## src/rtl/ball_collision_resolver.sv

```systemverilog
// N-ball collision resolver: snapshots ball state per frame, walks every pair in fixed order,
// swaps speeds and sets separating directions for overlapping pairs, with per-pair cooldown.
module ball_collision_resolver #(
    parameter int N_BALL      = 3,
    parameter int POS_W       = 10,
    parameter int V_W         = 2,
    parameter int BALL_R      = 8,
    parameter int HOLD_FRAMES = 4
) (
    input  logic                    clk,
    input  logic                    rst,
    input  logic                    start,
    input  logic [N_BALL*POS_W-1:0] x_in,
    input  logic [N_BALL*POS_W-1:0] y_in,
    input  logic [N_BALL*V_W-1:0]   vx_in,
    input  logic [N_BALL*V_W-1:0]   vy_in,
    input  logic [N_BALL-1:0]       dx_in,
    input  logic [N_BALL-1:0]       dy_in,
    output logic [N_BALL*V_W-1:0]   vx_out,
    output logic [N_BALL*V_W-1:0]   vy_out,
    output logic [N_BALL-1:0]       dx_out,
    output logic [N_BALL-1:0]       dy_out,
    output logic [N_BALL-1:0]       hit_out,
    output logic                    busy,
    output logic                    done
);

    localparam int P      = N_BALL * (N_BALL - 1) / 2;
    localparam int IDX_W  = $clog2(N_BALL);
    localparam int PAIR_W = (P > 1) ? $clog2(P) : 1;
    localparam int CNT_W  = (HOLD_FRAMES > 0) ? $clog2(HOLD_FRAMES + 1) : 1;
    localparam int D2_W   = 2 * POS_W + 1;

    localparam logic [D2_W-1:0]   THRESH    = D2_W'(4 * BALL_R * BALL_R);
    localparam logic [IDX_W-1:0]  LAST_IDX  = IDX_W'(N_BALL - 1);
    localparam logic [PAIR_W-1:0] LAST_PAIR = PAIR_W'(P - 1);
    localparam logic [CNT_W-1:0]  HOLD      = CNT_W'(HOLD_FRAMES);

    typedef enum logic [1:0] {IDLE, SCAN, APPLY, DONE} state_t;

    state_t state, state_nxt;

    logic [POS_W-1:0]  wx  [N_BALL];
    logic [POS_W-1:0]  wy  [N_BALL];
    logic [V_W-1:0]    wvx [N_BALL];
    logic [V_W-1:0]    wvy [N_BALL];
    logic [N_BALL-1:0] wdx, wdy, hit;
    logic [CNT_W-1:0]  cool [P];

    logic [IDX_W-1:0]  idx_i, idx_j;
    logic [PAIR_W-1:0] pair;
    logic [D2_W-1:0]   d2_q;
    logic              xflag_q, yflag_q;

    logic [POS_W-1:0]  xi, xj, yi, yj, adx, ady;
    logic [D2_W-1:0]   d2;
    logic              xflag, yflag, i_right, i_below;

    // Pair geometry from the working positions of the current pair
    always_comb begin
        xi      = wx[idx_i];
        xj      = wx[idx_j];
        yi      = wy[idx_i];
        yj      = wy[idx_j];
        adx     = (xi >= xj) ? (xi - xj) : (xj - xi);
        ady     = (yi >= yj) ? (yi - yj) : (yj - yi);
        d2      = D2_W'(adx) * D2_W'(adx) + D2_W'(ady) * D2_W'(ady);
        xflag   = {adx, 1'b0} >= {1'b0, ady};
        yflag   = {ady, 1'b0} >= {1'b0, adx};
        i_right = xi > xj;
        i_below = yi > yj;
    end

    assign busy = (state != IDLE);

    always_ff @(posedge clk) begin
        if (!rst) state <= IDLE;
        else      state <= state_nxt;
    end

    // DONE dwells two cycles: publish with the done pulse, then leave with busy/done falling together
    always_comb begin
        state_nxt = state;
        case (state)
            IDLE:    if (start) state_nxt = SCAN;
            SCAN:    state_nxt = APPLY;
            APPLY:   state_nxt = (pair == LAST_PAIR) ? DONE : SCAN;
            DONE:    if (done) state_nxt = IDLE;
            default: state_nxt = IDLE;
        endcase
    end

    always_ff @(posedge clk) begin
        if (!rst) begin
            for (int k = 0; k < N_BALL; k++) begin
                wx[k]  <= '0;
                wy[k]  <= '0;
                wvx[k] <= '0;
                wvy[k] <= '0;
            end
            for (int p = 0; p < P; p++) cool[p] <= '0;
            wdx     <= '0;
            wdy     <= '0;
            hit     <= '0;
            idx_i   <= '0;
            idx_j   <= '0;
            pair    <= '0;
            d2_q    <= '0;
            xflag_q <= 1'b0;
            yflag_q <= 1'b0;
            vx_out  <= '0;
            vy_out  <= '0;
            dx_out  <= '0;
            dy_out  <= '0;
            hit_out <= '0;
            done    <= 1'b0;
        end else begin
            case (state)
                IDLE: begin
                    if (start) begin
                        for (int k = 0; k < N_BALL; k++) begin
                            wx[k]  <= x_in[k*POS_W +: POS_W];
                            wy[k]  <= y_in[k*POS_W +: POS_W];
                            wvx[k] <= vx_in[k*V_W +: V_W];
                            wvy[k] <= vy_in[k*V_W +: V_W];
                        end
                        wdx   <= dx_in;
                        wdy   <= dy_in;
                        hit   <= '0;
                        idx_i <= '0;
                        idx_j <= IDX_W'(1);
                        pair  <= '0;
                    end
                end
                SCAN: begin
                    d2_q    <= d2;
                    xflag_q <= xflag;
                    yflag_q <= yflag;
                end
                APPLY: begin
                    if (cool[pair] != '0) begin
                        cool[pair] <= cool[pair] - CNT_W'(1);
                    end else if (d2_q <= THRESH) begin
                        wvx[idx_i] <= wvx[idx_j];
                        wvx[idx_j] <= wvx[idx_i];
                        wvy[idx_i] <= wvy[idx_j];
                        wvy[idx_j] <= wvy[idx_i];
                        if (xflag_q) begin
                            wdx[idx_i] <= i_right;
                            wdx[idx_j] <= !i_right;
                        end
                        if (yflag_q) begin
                            wdy[idx_i] <= i_below;
                            wdy[idx_j] <= !i_below;
                        end
                        cool[pair] <= HOLD;
                        hit[idx_i] <= 1'b1;
                        hit[idx_j] <= 1'b1;
                    end
                    pair <= pair + PAIR_W'(1);
                    if (idx_j == LAST_IDX) begin
                        idx_i <= idx_i + IDX_W'(1);
                        idx_j <= idx_i + IDX_W'(2);
                    end else begin
                        idx_j <= idx_j + IDX_W'(1);
                    end
                end
                DONE: begin
                    if (!done) begin
                        for (int k = 0; k < N_BALL; k++) begin
                            vx_out[k*V_W +: V_W] <= wvx[k];
                            vy_out[k*V_W +: V_W] <= wvy[k];
                        end
                        dx_out  <= wdx;
                        dy_out  <= wdy;
                        hit_out <= hit;
                        done    <= 1'b1;
                    end else begin
                        done <= 1'b0;
                    end
                end
                default: ;
            endcase
        end
    end

endmodule

```

## config.mk

```make
export PLATFORM = sky130hd
export DESIGN_NAME = ball_collision_resolver
export DESIGN_NICKNAME = d
export VERILOG_FILES = /design/src/rtl/ball_collision_resolver.sv
export SDC_FILE = /design/constraint.sdc
export NUM_CORES = 1
export LEC_CHECK = 0
export BUFFER_PORTS_ARGS = -buffer_cell sky130_fd_sc_hd__clkbuf_2
export CAP_MARGIN = 20
export CORE_UTILIZATION = 50
export CTS_CLUSTER_SIZE = 16
export DETAILED_ROUTE_END_ITERATION = 16
export MAX_ROUTING_LAYER = met4
export PLACE_DENSITY_LB_ADDON = 0.3
export SETUP_SLACK_MARGIN = 0.05
export SYNTH_ARGS = -nofsm -noshare
export SYNTH_HDL_FRONTEND = slang
export SYNTH_SLANG_ARGS = --single-unit
```

## constraint.sdc

```tcl
create_clock -name clk -period 9.2 [get_ports clk]
set_input_delay 1.38 -clock clk [delete_from_list [all_inputs] [get_ports clk]]
set_output_delay 1.38 -clock clk [all_outputs]
set_load 0.03 [all_outputs]
```

==> results of run 1 <==
[worst min-delay path: stages, from the launching register on]
cell and delay, ns:
dfxtp_1 0.31, nand2_1 0.05, a21oi_1 0.05
[flip-flops by register name, indices dropped and copies added (netlist names), 3 cells and up, named ones only]
| register | flops |
|---|---|
| cool | 12 |
| d2_q | 21 |
| dx_out | 3 |
| dy_out | 3 |
| hit | 3 |
| hit_out | 3 |
| vx_out | 6 |
| vy_out | 6 |
| wdx | 3 |
| wdy | 3 |
| wvx | 8 |
| wvy | 8 |
| wx | 30 |
| wy | 30 |
[worst max-delay path by stage]
stage | start | endpoint | slack, ns | cells past startpoint
floorplan | flop | d2_q[20]$_SDFFE_PN0N_ | 0.09 | 38
global placement | flop | d2_q[20]$_SDFFE_PN0N_ | 0.04 | 34
detailed placement | flop | d2_q[20]$_SDFFE_PN0N_ | -0.04 | 33
CTS | wy[1][0]$_SDFFCE_PN0P_ | d2_q[20]$_SDFFE_PN0N_ | 0.06 | 32
global route | flop | d2_q[20]$_SDFFE_PN0N_ | 0.01 | 31
finish | flop | d2_q[20]$_SDFFE_PN0N_ | 0.29 | 34
[cells in the mapped netlist, types with 5 or more instances]
cell type and count:
or2_2 6, nor4_1 6, nor2_1 126, edfxtp_1 88
xnor2_1 21, inv_2 7, inv_1 230, buf_1 5
a21oi_1 108, or3_1 8, o21a_1 38, nand3_1 18
fa_1 135, xor2_1 6, o211ai_1 9, a31oi_1 9
a21o_1 42, mux2i_1 46, dfxtp_1 68, buf_2 11
mux4_2 11, nor3_1 20, nand2_1 175, ha_1 151
o31ai_1 6, a211oi_1 9, mux2_2 11, and2_1 8
nor2b_1 9, and3_1 69, o21bai_1 8, nand2b_1 16
a22oi_1 14, o21ai_0 43, clkbuf_1 54
[cells by family after synthesis]
kind of cell / after synthesis / synth area share (%)
xor gates and xnor gates: 32 / 2.21
buffers and inverters: 313 / 7.88
and+or+nand+nor: 479 / 14.5
DFF: 156 / 26.0
muxes: 70 / 5.59
adders and majority gates: 286 / 29.8
AOI/OAI and AO/OA: 327 / 14.1
[per-stage QoR]
step / instance area [um^2] / worst slack (ns) / hold WS [ns] / std cells
2_1_floorplan: 15500 / 0.0881 / 0.426 / 1663
3_3_place_gp: 16900 / 0.0371 / 0.444 / 2179
3_5_place_dp: 16900 / -0.0428 / 0.444 / 2180
4_1_cts: 17600 / 0.0638 / 0.452 / 2214
5_1_grt: 18000 / 0.0102 / 0.469 / 2231
6_report: 18000 / 0.287 / 0.451 / 2231
[layout make-up]
type,instances,area share (%)
Timing Repair Buffer,219,8.07
Clock inverter,10,0.917
Sequential cell,156,22.3
Tap cell,390,2.71
Clock buffer,22,2.47
Multi-Input combinational cell,1194,58.5
Inverter,240,5.03
[repair_timing]
item	in CTS	in global routing
resized for setup	9	88
setup endpoints to repair	2	9
pin swaps	2	47
setup buffers	2	17
[layer usage]
metal | vias to the layer above | wire length (um) | track usage [%]
li1 | 5965 | - | -
met1 | 5866 | 16500 | 33.3
met2 | 383 | 17800 | 40.2
met3 | 77 | 2060 | 3.41
met4 | 0 | 1020 | 8.94
met5 | - | 0 | -
==> impl_metrics.py, run 1 <==
metrics = {
    "outcome": {
        "status": "finished clean",
    },
    "synth": {
        "netlist_area_um2": 15400,
        "yosysTopAreaCellShare_pct": 17.5,
        "synthCells": 1663,
        "synth.area.top_cells": "fa_1 18%, edfxtp_1 17%, ha_1 12%",
        "synthFlopType": "edfxtp_1",
        "ys_seq_area_share_pct": 26.0,
        "ys.warnings.count": 0,
        "synthDistinctLibCells": 77,
        "async_reset_ff_share_pct": 0,
        "synth_nets": 2030,
        "ys_seq_elements": 156,
        "synth_edf_count": 88,
        "yosys.area.top_type": "fa_1",
        "avgSynthCellArea_um2": 9.27,
    },
    "routing": {
        "post_drt_wl_per_cell_um": 16.8,
        "vias_per_cell": 5.51,
        "drt_iter0_drc": 897,
        "drtPass1Iterations": 5,
        "num_vias": 12300,
        "ant_nets": 0,
        "post-route-drc-count": 0,
        "routed_wl_mm": 37.4,
    },
    "cells_and_area": {
        "multi_input_area_um2": 10500,
        "final_common_cell": "inv_1",
        "n_fill_cell": 2606,
        "fin_util_pct": 60.1,
        "layout_common_cells": "227 x inv_1, 170 x nand2_1, 145 x ha_1, 129 x fa_1, 113 x nor2_1",
        "nets": 2195,
        "regArea_um2": 4010,
        "syn2layout_area_growth_pct": 16.9,
        "num_antenna_cells": 0,
        "drive_gt1_share_pct": 20.3,
    },
    "min_path": {
        "hold_path.startpoint": "d2_q[6]$_SDFFE_PN0N_",
        "hp-class": "reg2reg",
        "min_to": "d2_q[6]$_SDFFE_PN0N_",
        "whs_path_depth": 2,
    },
    "grt": {
        "grt-ovfl-total": 0,
        "grt_pass1_vias": 12000,
        "antenna_found_initial": 0,
        "grt_first_pass_wirelength_mm": 60.2,
        "grt_usage_pct": 25.3,
        "grt_max_degree": 89,
    },
    "place": {
        "gp_congestion": 0.937,
        "post-dp-hpwl_mm": 30.5,
        "portBuffers": 103,
    },
    "setup_path": {
        "ff2ff_setup_slack_ns": 0.29,
        "end_kind": "flop",
        "r2r_cells": 34,
        "required_ns": 9.53,
        "critPathMaxFanout": 11,
        "critPathLaunchType": "flop",
        "path_delay_family": "adder cells",
        "cp_num_buf_inv": 6,
        "slowest_delay_ns": 0.57,
        "cp_common_cell": "fa_1",
        "r2r_end": "d2_q[20]$_SDFFE_PN0N_",
        "worstPathArrival_ns": 9.24,
        "critPathKind": "reg2reg",
        "cp_slowest_cell": "fa_1",
    },
    "clocking": {
        "clkTransAtPathRegs_ns": 0.06,
        "clock_path_buffers": 2,
        "cts_tree": "built",
        "cts-root-buf": "clkbuf_16",
        "holdBufCountCts": 0,
        "clkLatencyLatePin_ns": 0.45,
        "cts_buffers": 17,
        "cts.htree.levels": 4,
        "cts_num_sinks": 156,
    },
    "timing": {
        "relSlewSlack_pct": 28.2,
        "rsz0062_at_grt": "false",
        "finalWorstPathRequiredPeriod_ns": 8.91,
        "worst_slew_pin_slew_ns": 1.08,
        "skew_ns": 0.0146,
        "fmax_ghz": 0.112,
        "setup_violations": 0,
        "slew_violations": 0,
        "fin_tns_setup_ns": 0,
        "fin_crit_sh_pct": 96.9,
        "hold_violations": 0,
    },
    "die": {
        "die_x_um": 178,
        "coreArea_um2": 30000,
        "rows": 63,
        "ios": 104,
        "dieArea_um2": 31500,
        "die_y_um": 178,
        "start_util_pct": 51.4,
    },
    "run": {
        "drv_cap": 0,
    },
}
Power of run 1 is not shown: default switching activity piles up to over one toggle a cycle in this logic, so the estimate is an artifact.
==> run 2, diff against run 1 <==
--- a/config.mk
+++ b/config.mk
@@ -10,8 +10,10 @@
 export CORE_UTILIZATION = 50
 export CTS_CLUSTER_SIZE = 16
 export DETAILED_ROUTE_END_ITERATION = 16
+export GPL_ROUTABILITY_DRIVEN = 0
 export MAX_ROUTING_LAYER = met4
 export PLACE_DENSITY_LB_ADDON = 0.3
+export REMOVE_ABC_BUFFERS = 1
 export SETUP_SLACK_MARGIN = 0.05
 export SYNTH_ARGS = -nofsm -noshare
 export SYNTH_HDL_FRONTEND = slang
==> run 2 against run 1 <==
Compared with the run above: worst setup slack worse by 0.14 ns; die area is the same; first-iteration DRC count is 7.1% higher; core utilization is 0.30 points higher; clock skew decreased by 0.0039 ns; maximum frequency fell by 1.6%; count of clock-buffer cells in the layout is 5 lower; final cell count up 0.54%; via count up 2.1%; wire length is 2.6% higher; global-route usage grew 0.39 points; critical path type unchanged; largest cell class unchanged.
==> impl_metrics.py, run 2 (same netlist as run 1, synthesis figures left out) <==
metrics = {
    "die": {
        "ios": 104,
        "coreArea_um2": 30000,
        "die_x_um": 178,
        "rows": 63,
        "dieArea_um2": 31500,
        "start_util_pct": 51.4,
        "die_y_um": 178,
    },
    "timing": {
        "rsz0062_at_grt": "true",
        "relSlewSlack_pct": 31.3,
        "finalWorstPathRequiredPeriod_ns": 9.06,
        "worst_slew_pin_slew_ns": 1.03,
        "skew_ns": 0.0107,
        "fmax_ghz": 0.110,
        "slew_violations": 0,
        "hold_violations": 0,
        "setup_violations": 0,
        "fin_crit_sh_pct": 98.4,
    },
    "cells_and_area": {
        "nets": 2207,
        "syn2layout_area_growth_pct": 17.5,
        "final_cells": 2243,
        "num_antenna_cells": 0,
        "layout_common_cells": "225 x inv_1, 171 x nand2_1, 143 x ha_1, 131 x fa_1, 114 x buf_4",
        "drive_gt1_share_pct": 21.4,
        "final_common_cell": "inv_1",
        "top_regs": "wx (30), wy (30), d2_q (21)",
    },
    "clocking": {
        "cts_tree": "built",
        "cts-root-buf": "clkbuf_16",
        "clock_path_buffers": 2,
        "cts_buffers": 17,
        "cts_num_sinks": 156,
        "clkLatencyLatePin_ns": 0.45,
        "clkTransAtPathRegs_ns": 0.07,
        "cts.htree.levels": 4,
        "holdBufCountCts": 0,
    },
    "setup_path": {
        "worstPathArrival_ns": 9.40,
        "critPathKind": "reg2reg",
        "end_kind": "flop",
        "critPathLaunchType": "flop",
        "critPathMaxFanout": 8,
        "cp_slowest_cell": "fa_1",
        "slowest_delay_ns": 0.54,
        "cp_num_buf_inv": 8,
        "cp_common_cell": "fa_1",
        "path_delay_family": "adder cells",
        "required_ns": 9.54,
    },
    "grt": {
        "grt_max_degree": 89,
        "grt_pass1_vias": 12500,
        "grt_first_pass_wirelength_mm": 61.8,
        "grt_usage_pct": 25.7,
        "antenna_found_initial": 0,
        "grt-ovfl-total": 0,
    },
    "routing": {
        "ant_nets": 0,
        "routed_wl_mm": 38.4,
        "drtPass1Iterations": 5,
        "vias_per_cell": 5.59,
        "post_drt_wl_per_cell_um": 17.1,
        "post-route-drc-count": 0,
        "drt_iter0_drc": 961,
        "num_vias": 12500,
    },
    "outcome": {
        "status": "finished clean",
    },
    "place": {
        "post-dp-hpwl_mm": 29.8,
        "portBuffers": 103,
        "dp_cells": 2178,
    },
    "run": {
        "drv_cap": 0,
    },
    "min_path": {
        "hp-class": "reg2reg",
    },
}
run 2: cell types whose count changed in the layout (fill, tap and decap cells not counted), sizes merged:
cell      before  now
buf          116  128
inv          239  248
clkbuf       125  120
bufinv         4    0
clkinv         4    6
clkinvlp       3    1
run 2: timing repair:
| item | CTS | global route |
|---|---|---|
| pin swaps | 5 | 58 |
| setup buffers | 2 | 31 |
| resized for setup | 24 | 97 |
| setup endpoints to repair | 3 | 11 |
run 2: worst paths after layout:
path                   startpoint               endpoint  depth (start not counted)  slack, ns
min reg2reg  d2_q[6]$_SDFFE_PN0N_   d2_q[6]$_SDFFE_PN0N_                          2       0.45
min          d2_q[6]$_SDFFE_PN0N_   d2_q[6]$_SDFFE_PN0N_                          2       0.45
max reg2reg                  flop  d2_q[20]$_SDFFE_PN0N_                         34       0.14
max                          flop  d2_q[20]$_SDFFE_PN0N_                         34       0.14
run 2: metrics by stage:
stage	util [%]	cell area [um^2]	TNS, ns	hold WS [ns]	setup WS [ns]
floorplan	-	15100	-1.42	0.426	-0.448
global placement	56.2	16800	0	0.442	0.0640
detailed placement	56.3	16800	-0.351	0.446	-0.165
CTS	58.5	17500	0	0.456	0.0676
global route	60.4	18100	-0.171	0.478	-0.0871
finish	60.4	18100	0	0.454	0.145
run 2: routing by layer:
metal / vias to the layer above / routed length (um) / track usage, % / part of all wire (%)
li1: 5986 / - / - / -
met1: 6068 / 16700 / 33.2 / 44
met2: 406 / 18500 / 41.1 / 48
met3: 85 / 1990 / 3.47 / 5.2
met4: 0 / 1180 / 9.97 / 3.1
met5: - / 0 / - / 0
run 2: layout make-up:
type	instances	area, um^2
Inverter	240	912
Sequential cell	156	4010
Clock buffer	17	425
Clock inverter	15	146
Multi-Input combinational cell	1194	10600
Timing Repair Buffer	231	1560
Fill cell	2532	11900
Tap cell	390	488
run 2: worst reg2reg max path, delay by kind of cell (launching register included):
kind,cells,cell delay (ns)
AOI/OAI and AO/OA,11,2.47
adders and majority gates,9,3.73
buffers and inverters,8,1.00
DFF,1,0.37
muxes,1,0.27
and+or+nand+nor,5,1.13
Power of run 2 is left out for the same reason.
==> run 3, diff against run 2 <==
--- a/config.mk
+++ b/config.mk
@@ -11,7 +11,6 @@
 export CTS_CLUSTER_SIZE = 16
 export DETAILED_ROUTE_END_ITERATION = 16
 export GPL_ROUTABILITY_DRIVEN = 0
-export MAX_ROUTING_LAYER = met4
 export PLACE_DENSITY_LB_ADDON = 0.3
 export REMOVE_ABC_BUFFERS = 1
 export SETUP_SLACK_MARGIN = 0.05
==> run 3 against run 2 <==
Compared with the run above: maximum frequency is 0.27% higher; cell area stayed put; first-iteration DRC count fell by 1.6%; register-to-register slack improved by 0.02 ns; wire length is 0.21% higher; global-route usage down 0.71 points; critical endpoint unchanged.
==> impl_metrics.py, run 3 (same netlist as run 1, synthesis figures left out) <==
metrics = {
    "outcome": {
        "status": "finished clean",
    },
    "timing": {
        "rsz0062_at_grt": "true",
        "slew_violations": 0,
        "fin_crit_sh_pct": 98.2,
        "relSlewSlack_pct": 29.8,
        "worst_slew_pin_slew_ns": 1.05,
        "hold_violations": 0,
        "skew_ns": 0.0119,
        "setup_violations": 0,
        "finalWorstPathRequiredPeriod_ns": 9.03,
        "fmax_ghz": 0.111,
    },
    "routing": {
        "routed_wl_mm": 38.5,
        "drtPass1Iterations": 5,
        "post-route-drc-count": 0,
        "drt_iter0_drc": 946,
        "post_drt_wl_per_cell_um": 17.1,
        "ant_nets": 0,
        "vias_per_cell": 5.59,
        "num_vias": 12500,
    },
    "clocking": {
        "cts_buffers": 17,
        "clkLatencyLatePin_ns": 0.45,
        "clkTransAtPathRegs_ns": 0.07,
        "cts-root-buf": "clkbuf_16",
        "cts_num_sinks": 156,
        "holdBufCountCts": 0,
        "cts_tree": "built",
        "clock_path_buffers": 2,
        "cts.htree.levels": 4,
    },
    "setup_path": {
        "r2r_cells": 34,
        "required_ns": 9.54,
        "ff2ff_setup_slack_ns": 0.17,
        "critPathKind": "reg2reg",
        "path_delay_family": "adder cells",
        "end_kind": "flop",
        "worstPathArrival_ns": 9.37,
        "cp_common_cell": "fa_1",
        "slowest_delay_ns": 0.54,
        "cp_num_buf_inv": 8,
        "crit_cells": 34,
        "setup.worst_path.end": "d2_q[20]$_SDFFE_PN0N_",
        "critPathLaunchType": "flop",
        "r2r_end": "d2_q[20]$_SDFFE_PN0N_",
        "cp_slowest_cell": "fa_1",
        "critPathMaxFanout": 8,
    },
    "die": {
        "dieArea_um2": 31500,
        "rows": 63,
        "die_y_um": 178,
        "start_util_pct": 51.4,
        "coreArea_um2": 30000,
        "ios": 104,
        "die_x_um": 178,
    },
    "cells_and_area": {
        "multi_input_area_um2": 10600,
        "nets": 2207,
        "final_common_cell": "inv_1",
        "num_antenna_cells": 0,
        "n_fill_cell": 2532,
        "drive_gt1_share_pct": 21.4,
        "layout_common_cells": "225 x inv_1, 171 x nand2_1, 143 x ha_1, 131 x fa_1, 114 x buf_4",
        "syn2layout_area_growth_pct": 17.5,
        "top_regs": "wx (30), wy (30), d2_q (21)",
        "regArea_um2": 4010,
        "fin_util_pct": 60.4,
    },
    "place": {
        "post-dp-hpwl_mm": 29.8,
        "portBuffers": 103,
    },
    "grt": {
        "antenna_found_initial": 0,
        "grt-ovfl-total": 0,
        "grt_first_pass_wirelength_mm": 61.8,
        "grt_max_degree": 89,
        "grt_pass1_vias": 12500,
        "grt_usage_pct": 25.0,
    },
    "min_path": {
        "hold_path.startpoint": "d2_q[6]$_SDFFE_PN0N_",
        "hp-class": "reg2reg",
    },
    "run": {
        "drv_cap": 0,
    },
}
run 3: cell counts in the layout (fill, tap and decap cells not counted):
Identical to the previous run, type by type.
run 3: worst min-delay path by stage:
stage          slack [ns]                     end  cells after the start
6_report             0.45    d2_q[6]$_SDFFE_PN0N_                      2
2_1_floorplan        0.43     hit[0]$_SDFFE_PN0P_                      2
3_5_place_dp         0.45    d2_q[6]$_SDFFE_PN0N_                      2
5_1_grt              0.48  vy_out[5]$_SDFFE_PN0P_                      2
3_3_place_gp         0.44    d2_q[6]$_SDFFE_PN0N_                      2
4_1_cts              0.46    d2_q[6]$_SDFFE_PN0N_                      2
run 3: layout make-up:
class | count | area share (%)
clock buffers | 17 | 2.35
clock inverters | 15 | 0.809
inverters | 240 | 5.04
multi-input cells | 1194 | 58.3
flip-flops and latches | 156 | 22.2
well taps | 390 | 2.70
repair buffers | 231 | 8.61
run 3: worst reg2reg max path, delay by kind of cell, from the launching register on:
| kind | cells | cell delay (ns) |
|---|---|---|
| mux | 1 | 0.26 |
| fa+ha+maj | 9 | 3.71 |
| buf+inv | 8 | 1.00 |
| flops | 1 | 0.37 |
| compound gates | 11 | 2.46 |
| simple gates | 5 | 1.13 |
run 3: layer usage:
metal,vias to the layer above,global-route usage (%),share of wire (%)
li1,5980,-,-
met1,6059,33.3,43
met2,413,41.0,48
met3,76,3.58,5.5
met4,0,10.0,3.2
met5,-,0,0
run 3: metrics by stage:
stage | instance area, um^2 | setup slack (ns) | hold slack (ns) | std cells | setup TNS (ns)
floorplan | 15100 | -0.448 | 0.426 | 1590 | -1.42
CTS | 17500 | 0.0676 | 0.456 | 2212 | 0
detailed placement | 16800 | -0.165 | 0.446 | 2178 | -0.351
global placement | 16800 | 0.0640 | 0.442 | 2176 | 0
finish | 18100 | 0.169 | 0.453 | 2243 | 0
global route | 18100 | -0.0874 | 0.478 | 2243 | -0.172
run 3: repair_timing:
item,CTS,global route
setup endpoints to repair,3,11
resized for setup,24,97
gates cloned,0,0
buffers inserted,2,31
pin swaps,5,58
Power of run 3 is left out for the same reason.
